$ cat src/rtl/fifo_rd_pkg.sv
// Shared types and constants for the read-side FIFO stream consumer.
package fifo_rd_pkg;

  typedef enum logic [1:0] {
    IDLE  = 2'd0,
    RUN   = 2'd1,
    DRAIN = 2'd2
  } rd_state_e;

  localparam int RD_BUF_DEPTH = 2;

endpackage

$ cat src/rtl/rd_skid_buffer.sv
// Two-entry push/pop buffer; entry0 is always the head word presented downstream.
module rd_skid_buffer
  import fifo_rd_pkg::*;
#(
  parameter int DSIZE = 8
) (
  input  logic             rclk,
  input  logic             rrst,
  input  logic             push_i,
  input  logic             pop_i,
  input  logic [DSIZE-1:0] din_i,
  output logic [DSIZE-1:0] dout_o,
  output logic [1:0]       count_o
);

  logic [DSIZE-1:0] entry0_q, entry0_d;
  logic [DSIZE-1:0] entry1_q, entry1_d;
  logic [1:0]       count_q, count_d;

  always_comb begin
    // NOTE: every target gets a default before the case, so no path can infer a latch.
    entry0_d = entry0_q;
    entry1_d = entry1_q;
    count_d  = count_q;
    case ({push_i, pop_i})
      2'b10: begin
        if (count_q == 2'd0) entry0_d = din_i;
        else                 entry1_d = din_i;
        count_d = count_q + 2'd1;
      end
      2'b01: begin
        if (count_q == 2'(RD_BUF_DEPTH)) entry0_d = entry1_q;
        count_d = count_q - 2'd1;
      end
      2'b11: begin
        // Simultaneous push/pop keeps the count; the new word replaces or follows the head.
        if (count_q == 2'd1) begin
          entry0_d = din_i;
        end else begin
          entry0_d = entry1_q;
          entry1_d = din_i;
        end
      end
      default: ;
    endcase
  end

  always_ff @(posedge rclk) begin
    if (rrst) begin
      // NOTE: the two data entries are reset because the stream output must read 0 after reset.
      entry0_q <= '0;
      entry1_q <= '0;
      count_q  <= 2'd0;
    end else begin
      // NOTE: state is updated with non-blocking assignments so every flop samples pre-edge values.
      entry0_q <= entry0_d;
      entry1_q <= entry1_d;
      count_q  <= count_d;
    end
  end

  assign dout_o  = entry0_q;
  assign count_o = count_q;

endmodule

$ cat src/rtl/fifo_read_stream.sv
// Read-domain FIFO consumer: fetches words into a 2-entry buffer and streams them out
// on valid/ready, with a start/run/drain FSM and a delivered-word counter.
module fifo_read_stream
  import fifo_rd_pkg::*;
#(
  parameter int DSIZE = 8,
  parameter int CNTW  = 16
) (
  input  logic             rclk,
  input  logic             rrst,
  input  logic             enable,
  input  logic [DSIZE-1:0] fifo_rdata,
  input  logic             fifo_rempty,
  output logic             fifo_rinc,
  output logic [DSIZE-1:0] m_data,
  output logic             m_valid,
  input  logic             m_ready,
  output logic             drain_done,
  output logic             busy,
  output logic [CNTW-1:0]  word_cnt
);

  rd_state_e       state_q, state_d;
  logic [CNTW-1:0] word_cnt_q;
  logic            drain_done_q;
  logic [1:0]      buf_count;
  logic            pop;

  // Fetch depends only on registered state and FIFO flags, never on m_ready.
  assign fifo_rinc = (state_q == RUN) & ~fifo_rempty
                   & (buf_count < 2'(RD_BUF_DEPTH)) & ~rrst;
  assign m_valid   = (buf_count != 2'd0);
  assign pop       = m_valid & m_ready;

  rd_skid_buffer #(
    .DSIZE (DSIZE)
  ) u_buf (
    .rclk    (rclk),
    .rrst    (rrst),
    .push_i  (fifo_rinc),
    .pop_i   (pop),
    .din_i   (fifo_rdata),
    .dout_o  (m_data),
    .count_o (buf_count)
  );

  always_comb begin
    state_d = state_q;
    case (state_q)
      IDLE:    if (enable)  state_d = RUN;
      RUN:     if (!enable) state_d = DRAIN;
      DRAIN:   if (buf_count == 2'd0) state_d = IDLE;
      default: state_d = IDLE;
    endcase
  end

  always_ff @(posedge rclk) begin
    if (rrst) begin
      state_q      <= IDLE;
      word_cnt_q   <= '0;
      drain_done_q <= 1'b0;
    end else begin
      state_q      <= state_d;
      drain_done_q <= (state_q == DRAIN) && (buf_count == 2'd0);
      if (pop) word_cnt_q <= word_cnt_q + 1'b1;
    end
  end

  assign drain_done = drain_done_q;
  assign busy       = (state_q != IDLE);
  assign word_cnt   = word_cnt_q;

endmodule

$ cat config.mk
export PLATFORM = sky130hd
export DESIGN_NAME = fifo_read_stream
export DESIGN_NICKNAME = d
export VERILOG_FILES = /design/src/rtl/fifo_rd_pkg.sv /design/src/rtl/rd_skid_buffer.sv /design/src/rtl/fifo_read_stream.sv
export SDC_FILE = /design/constraint.sdc
export NUM_CORES = 1
export LEC_CHECK = 0
export BUFFER_PORTS_ARGS = -buffer_cell sky130_fd_sc_hd__clkbuf_2
export CAP_MARGIN = 20
export CORE_ASPECT_RATIO = 1.5
export CORE_MARGIN = 3
export CORE_UTILIZATION = 47
export DETAILED_ROUTE_END_ITERATION = 16
export GPL_ROUTABILITY_DRIVEN = 0
export HOLD_SLACK_MARGIN = 0.05
export PLACE_DENSITY = 0.75
export SLEW_MARGIN = 5
export SYNTH_ARGS = -nofsm -noshare
export SYNTH_HDL_FRONTEND = slang
export SYNTH_SLANG_ARGS = --single-unit
export TNS_END_PERCENT = 20
$ cat constraint.sdc
create_clock -name rclk -period 2.4 [get_ports rclk]
set_clock_uncertainty 0.1 [all_clocks]
set_input_delay 0.72 -clock rclk [delete_from_list [all_inputs] [get_ports rclk]]
set_output_delay 0.72 -clock rclk [all_outputs]
set_load 0.01 [all_outputs]
==> results.json, run 1 <==
{
  "start_kind": "register",
  "cp_slowest_cell": "dfxtp_1",
  "syn_avg_cell_area_um2": 8.913,
  "synth.distinct_cells": 34,
  "max_slew_margin_pct": 70.23,
  "die_w_um": 54.49,
  "area.growth.synth_to_final_pct": 30.26,
  "setup_tns_ns": 0,
  "power_density_nw_per_um2": 851.7,
  "hold_class": "register to register",
  "fmax_mhz": 444.6,
  "drive_above_1_share_pct": 31.93,
  "multi_input_area_um2": 927.1,
  "ys_seq_area_share_pct": 44.68,
  "cts_setup_buffers": 0,
  "syn-num-nets": 207,
  "power.total_mw": 1.839,
  "num_antenna_cells": 0,
  "pwr-share-comb_pct": 29.6,
  "clk_pin_slew_worst_paths_ns": 0.07,
  "hold_viol_final": 0,
  "status": "finished, final reports clean",
  "cts-htree-levels": 2,
  "cap_viol_max_count": 0,
  "ios": 41,
  "path_cells": "inv_1, ha_1, nand2b_2, ha_2, nor2b_4, or3_1, buf_4, a221oi_2, nor3_1",
  "drc": 0,
  "max_stage_delay_ns": 0.38,
  "clockBufferDepth": 2,
  "grt_usage_pct": 19.35,
  "worstReg2RegStart": "u_buf.count_o[0]",
  "rows": 25,
  "place_ws_ns": -0.07646,
  "path_class": "register to register",
  "portBuffers": 40,
  "synthesis.area_um2": 1658,
  "grt_pass1_wl_um": 6106,
  "fin_nets": 258,
  "rsz0062_at_grt": "false",
  "route.vias.total": 1509,
  "ys_warn_count": 0,
  "dr.pass1.iters": 4,
  "fill_cells": 295,
  "p_clk_share_pct": 30.3,
  "core_area_um2": 3253,
  "end_kind": "register",
  "cts.repair.resized": 0,
  "clkLatencyLatePin_ns": 0.29,
  "ant_nets": 0,
  "cts_num_sinks": 37,
  "drt_iter0_drc": 12,
  "wl_per_cell_um": 12.86,
  "leakage_nw": 0.9430,
  "wl_um": 3575,
  "setup_ws_ns": 0.1510,
  "netSwitchingFraction_pct": 31.00,
  "required_ns": 2.47,
  "final_cell_area_um2": 2160,
  "synth_seq_cells": 37,
  "dieArea_um2": 4291,
  "p_int_mw": 1.269,
  "placed_area_um2": 2036,
  "final_common_cell": "clkbuf_2",
  "cts_tree": "built",
  "hold-path-cell-count": 2,
  "period_share_pct": 93.71,
  "netSwitchingPower_mw": 0.5702,
  "dpl.hpwl_um": 2720,
  "fin_crit_ns": 2.249,
  "reg2reg_depth": 9,
  "maxSlewViolCount": 0,
  "startpoint": "u_buf.count_o[0]",
  "grt_pass1_vias": 1451,
  "cts_root_buffer": "clkbuf_8",
  "fp.dieH_um": 78.74,
  "setup_viol": 0,
  "vdd.ir_drop.worst_mv": 0.6263,
  "seq_power_share_pct": 40.1,
  "final_cell_mix": "40 x clkbuf_2, 37 x dfxtp_1, 31 x nor2_1, 11 x nor3_1",
  "synthCells": 186,
  "hold_buffers": 0,
  "antenna_found_initial": 0,
  "overflow": 0,
  "grt_max_degree": 37,
  "initial_core_util_pct": 50.96,
  "worst_slew_pin_slew_ns": 0.4455,
  "worstHoldStart": "word_cnt[15]",
  "routed_via_density": 5.428,
  "cts_made_buffers": 5,
  "ff_latch_area_um2": 740.7,
  "worstPathArrival_ns": 2.32,
  "cp_max_fo": 8
}
[kinds of logic (layout without fill, tap and decap cells)]
family / after synthesis / count (layout) / share of synthesized area, %
and+or+nand+nor: 82 / 82 / 24.76
DFF: 37 / 37 / 44.68
AOI/OAI and AO/OA: 25 / 25 / 10.49
buffers and inverters: 15 / 67 / 3.396
xor gates and xnor gates: 11 / 11 / 5.811
adders and majority gates: 8 / 8 / 6.038
muxes: 8 / 8 / 4.830
[layout make-up]
class | count | share of cell area (%)
Sequential cell | 37 | 34.30
Timing Repair Buffer | 50 | 13.33
Tap cell | 40 | 2.317
Clock buffer | 6 | 3.824
Multi-Input combinational cell | 134 | 42.93
Inverter | 9 | 1.564
Clock inverter | 2 | 1.738
[state kept, by name, summed over array words and instances, names as in the netlist]
signal          flops
drain_done          1
state_q             2
u_buf.count_o       2
u_buf.dout_o        8
u_buf.entry1_q      8
word_cnt           16
[layer usage]
metal	part of all wire [%]	wire length (um)	GRT usage, %
met1	39	1408	20.64
met3	4.4	157	4.315
met4	2.4	87	10.47
met2	54	1920	33.45
met5	0	0	0
[power by group through the flow]
stage,sequential [mW],clock [mW],combinational [mW]
6_report,0.737,0.558,0.545
4_1_cts,0.738,0.571,0.549
3_3_place_gp,0.752,0,0.537
2_1_floorplan,0.766,0,0.342
5_1_grt,0.747,0.593,0.612
3_5_place_dp,0.752,0,0.544
[per-stage QoR]
stage          hold WS [ns]  utilization (%)  instances
2_1_floorplan        0.3588                -        186
4_1_cts              0.3943            66.27        278
3_5_place_dp         0.3845            62.58        270
6_report             0.3897            66.38        278
3_3_place_gp         0.3725            62.58        270
5_1_grt              0.4270            66.38        278
[worst max-delay path, delay by kind of cell, from the launching register on]
family / cells / cell delay [ns]
AND/OR/NAND/NOR: 4 / 0.79
adder cells (fa/ha/maj): 2 / 0.41
AO/OA/AOI/OAI: 1 / 0.19
flip-flops: 1 / 0.38
buffers and inverters: 2 / 0.27
[cells in the mapped netlist (all sizes together)]
cell type / instances / area share, %
dfxtp: 37 / 45
nor2: 31 / 7.0
nor3: 11 / 3.3
inv: 9 / 2.0
nand2: 9 / 2.0
a21oi: 8 / 2.4
a221oi: 8 / 4.2
ha: 8 / 6.0
mux2i: 8 / 4.8
xnor2: 6 / 3.2
nand4: 5 / 1.9
or4: 5 / 2.5
xor2: 5 / 2.6
clkbuf: 4 / 0.91
nand3: 4 / 1.2
nor2b: 4 / 1.5
o31ai: 4 / 1.8
o21ai: 3 / 1.1
or3: 3 / 1.1
and3: 2 / 0.75
buf: 2 / 0.45
or2: 2 / 0.76
a211oi: 1 / 0.45
and2: 1 / 0.38
nand2b: 1 / 0.38
nand4b: 1 / 0.53
nor3b: 1 / 0.45
nor4: 1 / 0.38
nor4b: 1 / 0.53
o21a: 1 / 0.45
[final timing paths]
path	endpoint	slack (ns)
worst max-delay path	u_buf.dout_o[0]	0.15
worst min-delay path	word_cnt[15]	0.39
worst max register to register	u_buf.dout_o[0]	0.15
worst min register to register	word_cnt[15]	0.39
Note: power is estimated with default switching activity, not from simulation.
==> inputs of run 2 (changes only) <==
--- a/config.mk
+++ b/config.mk
@@ -14,6 +14,7 @@
 export GPL_ROUTABILITY_DRIVEN = 0
 export HOLD_SLACK_MARGIN = 0.05
 export PLACE_DENSITY = 0.75
+export SETUP_SLACK_MARGIN = 0.5
 export SLEW_MARGIN = 5
 export SYNTH_ARGS = -nofsm -noshare
 export SYNTH_HDL_FRONTEND = slang
==> results.json, run 2 (synthesis gave the netlist of run 1 again) <==
{
  "rows": 25,
  "portBuffers": 40,
  "fin_crit_ns": 2.097,
  "grtUsageMet1_pct": 23.16,
  "met2_usage_pct": 34.65,
  "cts_root_buffer": "clkbuf_8",
  "clkLatencyLatePin_ns": 0.28,
  "post-route-util_pct": 70.42,
  "vdd.ir_drop.worst_mv": 0.7033,
  "cts_made_buffers": 5,
  "hold_buffers": 0,
  "cts_tree": "built",
  "power.total_mw": 1.956,
  "grt_pass1_vias": 1462,
  "worst_slew_pin_slew_ns": 0.4632,
  "hold_viol_final": 0,
  "ios": 41,
  "final_cells": 280,
  "overflow": 0,
  "route.vias.total": 1519,
  "worstPathArrival_ns": 1.28,
  "area.growth.synth_to_final_pct": 38.19,
  "end_kind": "output port",
  "cap_viol_max_count": 0,
  "use_met3_pct": 6.004,
  "clockBufferDepth": 2,
  "drive_above_1_share_pct": 37.08,
  "dieArea_um2": 4291,
  "initial_core_util_pct": 50.96,
  "num_antenna_cells": 0,
  "rsz0062_at_grt": "true",
  "hold-path-cell-count": 2,
  "setup_viol": 0,
  "start_kind": "primary input",
  "drc": 0,
  "power_density_nw_per_um2": 853.7,
  "maxSlewViolCount": 0,
  "fin_nets": 261,
  "hold_path_end": "word_cnt[15]",
  "grt_usage_pct": 20.18,
  "period_share_pct": 87.36,
  "p_int_mw": 1.335,
  "hold_class": "register to register",
  "dr.pass1.iters": 4,
  "dp_cells": 269,
  "seq_power_share_pct": 37.6,
  "largest_register_ff_count": 16,
  "clk_pin_slew_worst_paths_ns": 0.07,
  "setup_tns_ns": 0,
  "worstReg2RegStart": "u_buf.count_o[1]",
  "final_common_cell": "clkbuf_2",
  "wl_um": 3833,
  "worstHoldStart": "word_cnt[15]",
  "r2r_end": "u_buf.dout_o[0]",
  "top_usage_layer": "met2",
  "r2r_setup_slack_ns": 0.38,
  "path_class": "primary input to output port",
  "leakage_nw": 0.9736,
  "max_slew_margin_pct": 69.04,
  "cp_max_fo": 3,
  "grt_pass1_wl_um": 6472,
  "netSwitchingFraction_pct": 31.75,
  "cts_num_sinks": 37,
  "ant_nets": 0,
  "fp.dieH_um": 78.74,
  "die_w_um": 54.49,
  "required_ns": 1.58,
  "final_cell_area_um2": 2291,
  "fmax_mhz": 476.9,
  "fill_cells": 267,
  "status": "finished, final reports clean",
  "reg2reg_depth": 9,
  "antenna_found_initial": 0,
  "grt_max_degree": 37,
  "final_cell_mix": "38 x clkbuf_2, 35 x dfxtp_1, 29 x nor2_1, 11 x nor3_1, 11 x buf_4",
  "dpl.hpwl_um": 2712,
  "netSwitchingPower_mw": 0.6209,
  "pwr-share-comb_pct": 36.1,
  "drt_iter0_drc": 25,
  "core_area_um2": 3253,
  "p_clk_share_pct": 26.3,
  "placed_area_um2": 2058,
  "cts-htree-levels": 2,
  "routed_via_density": 5.425,
  "wl_per_cell_um": 13.69
}
[run 2: cell types whose count changed in the layout (fill, tap and decap cells not counted), moves of 2 or more]
cell and delta:
nor2_1 -2, dfxtp_2 +2, buf_4 +2, inv_4 +2, clkbuf_2 -2, ha_1 -2, inv_1 -2, buf_8 +2
buf_6 +2, ha_4 +4, dfxtp_1 -2, ha_2 -2
[run 2: worst max path at each step]
stage | startpoint | endpoint | slack, ns | cells past startpoint
5_1_grt | rrst | fifo_rinc | 0.25 | 5
2_1_floorplan | rrst | u_buf.dout_o[5] | 0.10 | 10
6_report | rrst | fifo_rinc | 0.30 | 5
3_3_place_gp | m_ready | u_buf.dout_o[0] | -0.003 | 8
3_5_place_dp | fifo_rempty | u_buf.dout_o[3] | -0.04 | 9
4_1_cts | rrst | fifo_rinc | 0.28 | 5
[run 2: power groups by stage]
stage	sequential [mW]	clock, mW	combinational, mW
floorplan	0.767	0	0.357
global placement	0.747	0	0.574
detailed placement	0.748	0	0.580
CTS	0.734	0.532	0.644
global route	0.745	0.551	0.780
finish	0.735	0.514	0.707
[run 2: layer usage]
metal  part of all wire [%]  up-vias
li1                       -      764
met5                      0        -
met1                     39      714
met3                    5.6        6
met2                     54       35
met4                    1.2        0
[run 2: through the flow]
step / worst slack (ns) / hold slack (ns)
final: 0.3033 / 0.3834
after global routing: 0.2472 / 0.4140
after CTS: 0.2843 / 0.3915
after detailed placement: -0.04231 / 0.3812
after global placement: -0.002961 / 0.3670
after floorplan: 0.1038 / 0.3834
[run 2: what timing repair did]
| action | in CTS | in global routing |
|---|---|---|
| gates resized for setup | 12 | 14 |
| setup buffers | 3 | 1 |
| setup endpoints to repair | 25 | 25 |
| pin swaps | 4 | 5 |
[run 2: worst max-delay path, cell delays in order]
cell and delay (ns):
buf_6 0.10, nor2_4 0.12, nand3_4 0.12, inv_4 0.11
buf_8 0.10
[run 2: area by class of cell]
type / instances / area, um^2 / share of cell area, %
multi-input cells: 134 / 1030 / 44.95
well taps: 40 / 50.05 / 2.185
clock inverters: 2 / 35.03 / 1.529
clock buffers: 5 / 68.82 / 3.004
inverters: 9 / 38.79 / 1.693
repair buffers: 53 / 325.3 / 14.20
flip-flops and latches: 37 / 743.2 / 32.44
==> inputs of run 3 (changes only) <==
--- a/config.mk
+++ b/config.mk
@@ -9,11 +9,11 @@
 export CAP_MARGIN = 20
 export CORE_ASPECT_RATIO = 1.5
 export CORE_MARGIN = 3
-export CORE_UTILIZATION = 47
+export CORE_UTILIZATION = 30
 export DETAILED_ROUTE_END_ITERATION = 16
 export GPL_ROUTABILITY_DRIVEN = 0
 export HOLD_SLACK_MARGIN = 0.05
-export PLACE_DENSITY = 0.75
+export PLACE_DENSITY = 0.52
 export SETUP_SLACK_MARGIN = 0.5
 export SLEW_MARGIN = 5
 export SYNTH_ARGS = -nofsm -noshare
==> results.json, run 3 (synthesis gave the netlist of run 1 again) <==
{
  "ios": 41,
  "cap_viol_max_count": 0,
  "hold_class": "register to register",
  "start_kind": "primary input",
  "r2r_setup_slack_ns": 0.36,
  "hold_path_end": "word_cnt[15]",
  "clk_pin_slew_worst_paths_ns": 0.07,
  "clkLatencyLatePin_ns": 0.28,
  "placed_area_um2": 2143,
  "power.total_mw": 1.831,
  "rsz0062_at_grt": "true",
  "maxSlewViolCount": 0,
  "setup_tns_ns": 0,
  "cts_tree": "built",
  "grt_max_degree": 37,
  "die_w_um": 66.70,
  "top_usage_layer": "met2",
  "fin_nets": 265,
  "worstPathArrival_ns": 1.29,
  "hold-path-cell-count": 2,
  "worstReg2RegStart": "u_buf.count_o[1]",
  "fp.dieH_um": 97.05,
  "end_kind": "output port",
  "reg2reg_depth": 11,
  "worst_hold_slack_ns": 0.3871,
  "grt_usage_pct": 13.27,
  "dr.pass1.iters": 4,
  "final_cell_mix": "37 x clkbuf_2, 35 x dfxtp_1, 29 x nor2_1, 12 x buf_4, 11 x nor3_1",
  "power_density_nw_per_um2": 783.8,
  "routed_via_density": 4.820,
  "startpoint": "rrst",
  "leakage_nw": 0.9886,
  "wl_um": 3889,
  "dieArea_um2": 6472,
  "largest_register_ff_count": 16,
  "path_class": "primary input to output port",
  "wl_per_cell_um": 12.50,
  "clockBufferDepth": 2,
  "use_met3_pct": 2.787,
  "worstHoldStart": "word_cnt[15]",
  "fill_cells": 529,
  "place_ws_ns": -0.09553,
  "required_ns": 1.58,
  "initial_core_util_pct": 31.61,
  "drc": 0,
  "final_cell_area_um2": 2336,
  "fmax_mhz": 473.3,
  "antenna_found_initial": 0,
  "drive_above_1_share_pct": 37.86,
  "setup_viol": 0,
  "cp_max_fo": 3,
  "setup_ws_ns": 0.2870,
  "vdd.ir_drop.worst_mv": 0.3992,
  "cts_num_sinks": 37,
  "final_common_cell": "clkbuf_2",
  "num_antenna_cells": 0,
  "area.growth.synth_to_final_pct": 40.91,
  "ant_nets": 0,
  "overflow": 0,
  "grtUsageMet1_pct": 15.67,
  "r2r_end": "u_buf.dout_o[1]",
  "drt_iter0_drc": 80,
  "grt_pass1_vias": 1449,
  "dpl.hpwl_um": 2826,
  "core_area_um2": 5245,
  "worst_slew_pin_slew_ns": 0.3894,
  "status": "finished, final reports clean",
  "grt_pass1_wl_um": 6672,
  "cts_made_buffers": 5,
  "route.vias.total": 1499,
  "hold_viol_final": 0,
  "cts_root_buffer": "clkbuf_8",
  "period_share_pct": 88.04,
  "max_slew_margin_pct": 74.04,
  "rows": 32,
  "met2_usage_pct": 21.94,
  "fin_crit_ns": 2.113,
  "portBuffers": 40,
  "cts-htree-levels": 2
}
[run 3: changes by cell type in the layout (fill, tap and decap cells not counted), sizes merged]
cell,delta
buf,+5
bufinv,-1
clkbuf,-1
[run 3: worst max path at each step]
stage / to / slack [ns] / cells after the start
4_1_cts: fifo_rinc / 0.22 / 6
3_5_place_dp: u_buf.dout_o[1] / -0.1 / 9
5_1_grt: fifo_rinc / 0.24 / 6
6_report: fifo_rinc / 0.29 / 6
2_1_floorplan: u_buf.dout_o[5] / 0.10 / 10
3_3_place_gp: u_buf.dout_o[3] / -0.04 / 9
[run 3: per-layer routing]
metal  wire length (um)  vias to the layer above  part of all wire, %
met1               1635                      688                   42
met3                129                        7                  3.3
li1                   -                      773                    -
met4                 91                        0                  2.3
met2               2033                       31                   52
met5                  0                        -                    0
[run 3: power breakdown]
group	switching [mW]	leakage (nW)	total [mW]	internal [mW]
combinational	0.353	0.648	0.692	0.340
sequential	0.0466	0.301	0.734	0.688
clock	0.213	0.0399	0.404	0.191
[run 3: stage by stage]
stage,utilization [%],cells
after CTS,43.39,311
after floorplan,-,186
final,44.54,311
after global routing,44.54,311
after detailed placement,40.86,302
after global placement,40.86,302
[run 3: timing repair]
| item | in CTS | in global routing |
|---|---|---|
| hold buffers | 0 | 0 |
| gates resized for setup | 10 | 16 |
| setup endpoints to repair | 25 | 25 |
| pin swaps | 6 | 5 |
| setup buffers | 3 | 0 |
[run 3: final cells by class]
| cell class | count | area, um^2 | area share [%] |
|---|---|---|---|
| Clock buffer | 5 | 68.82 | 2.946 |
| Clock inverter | 1 | 5.005 | 0.2142 |
| Inverter | 9 | 36.28 | 1.553 |
| Multi-Input combinational cell | 134 | 1020 | 43.65 |
| Sequential cell | 37 | 743.2 | 31.82 |
| Tap cell | 68 | 85.08 | 3.642 |
| Timing Repair Buffer | 57 | 377.9 | 16.18 |
[run 3: critical path, stage by stage]
cell and delay, ns:
buf_8 0.10, nor2_4 0.09, nand3_4 0.11, inv_4 0.09, buf_6 0.09, buf_6 0.09
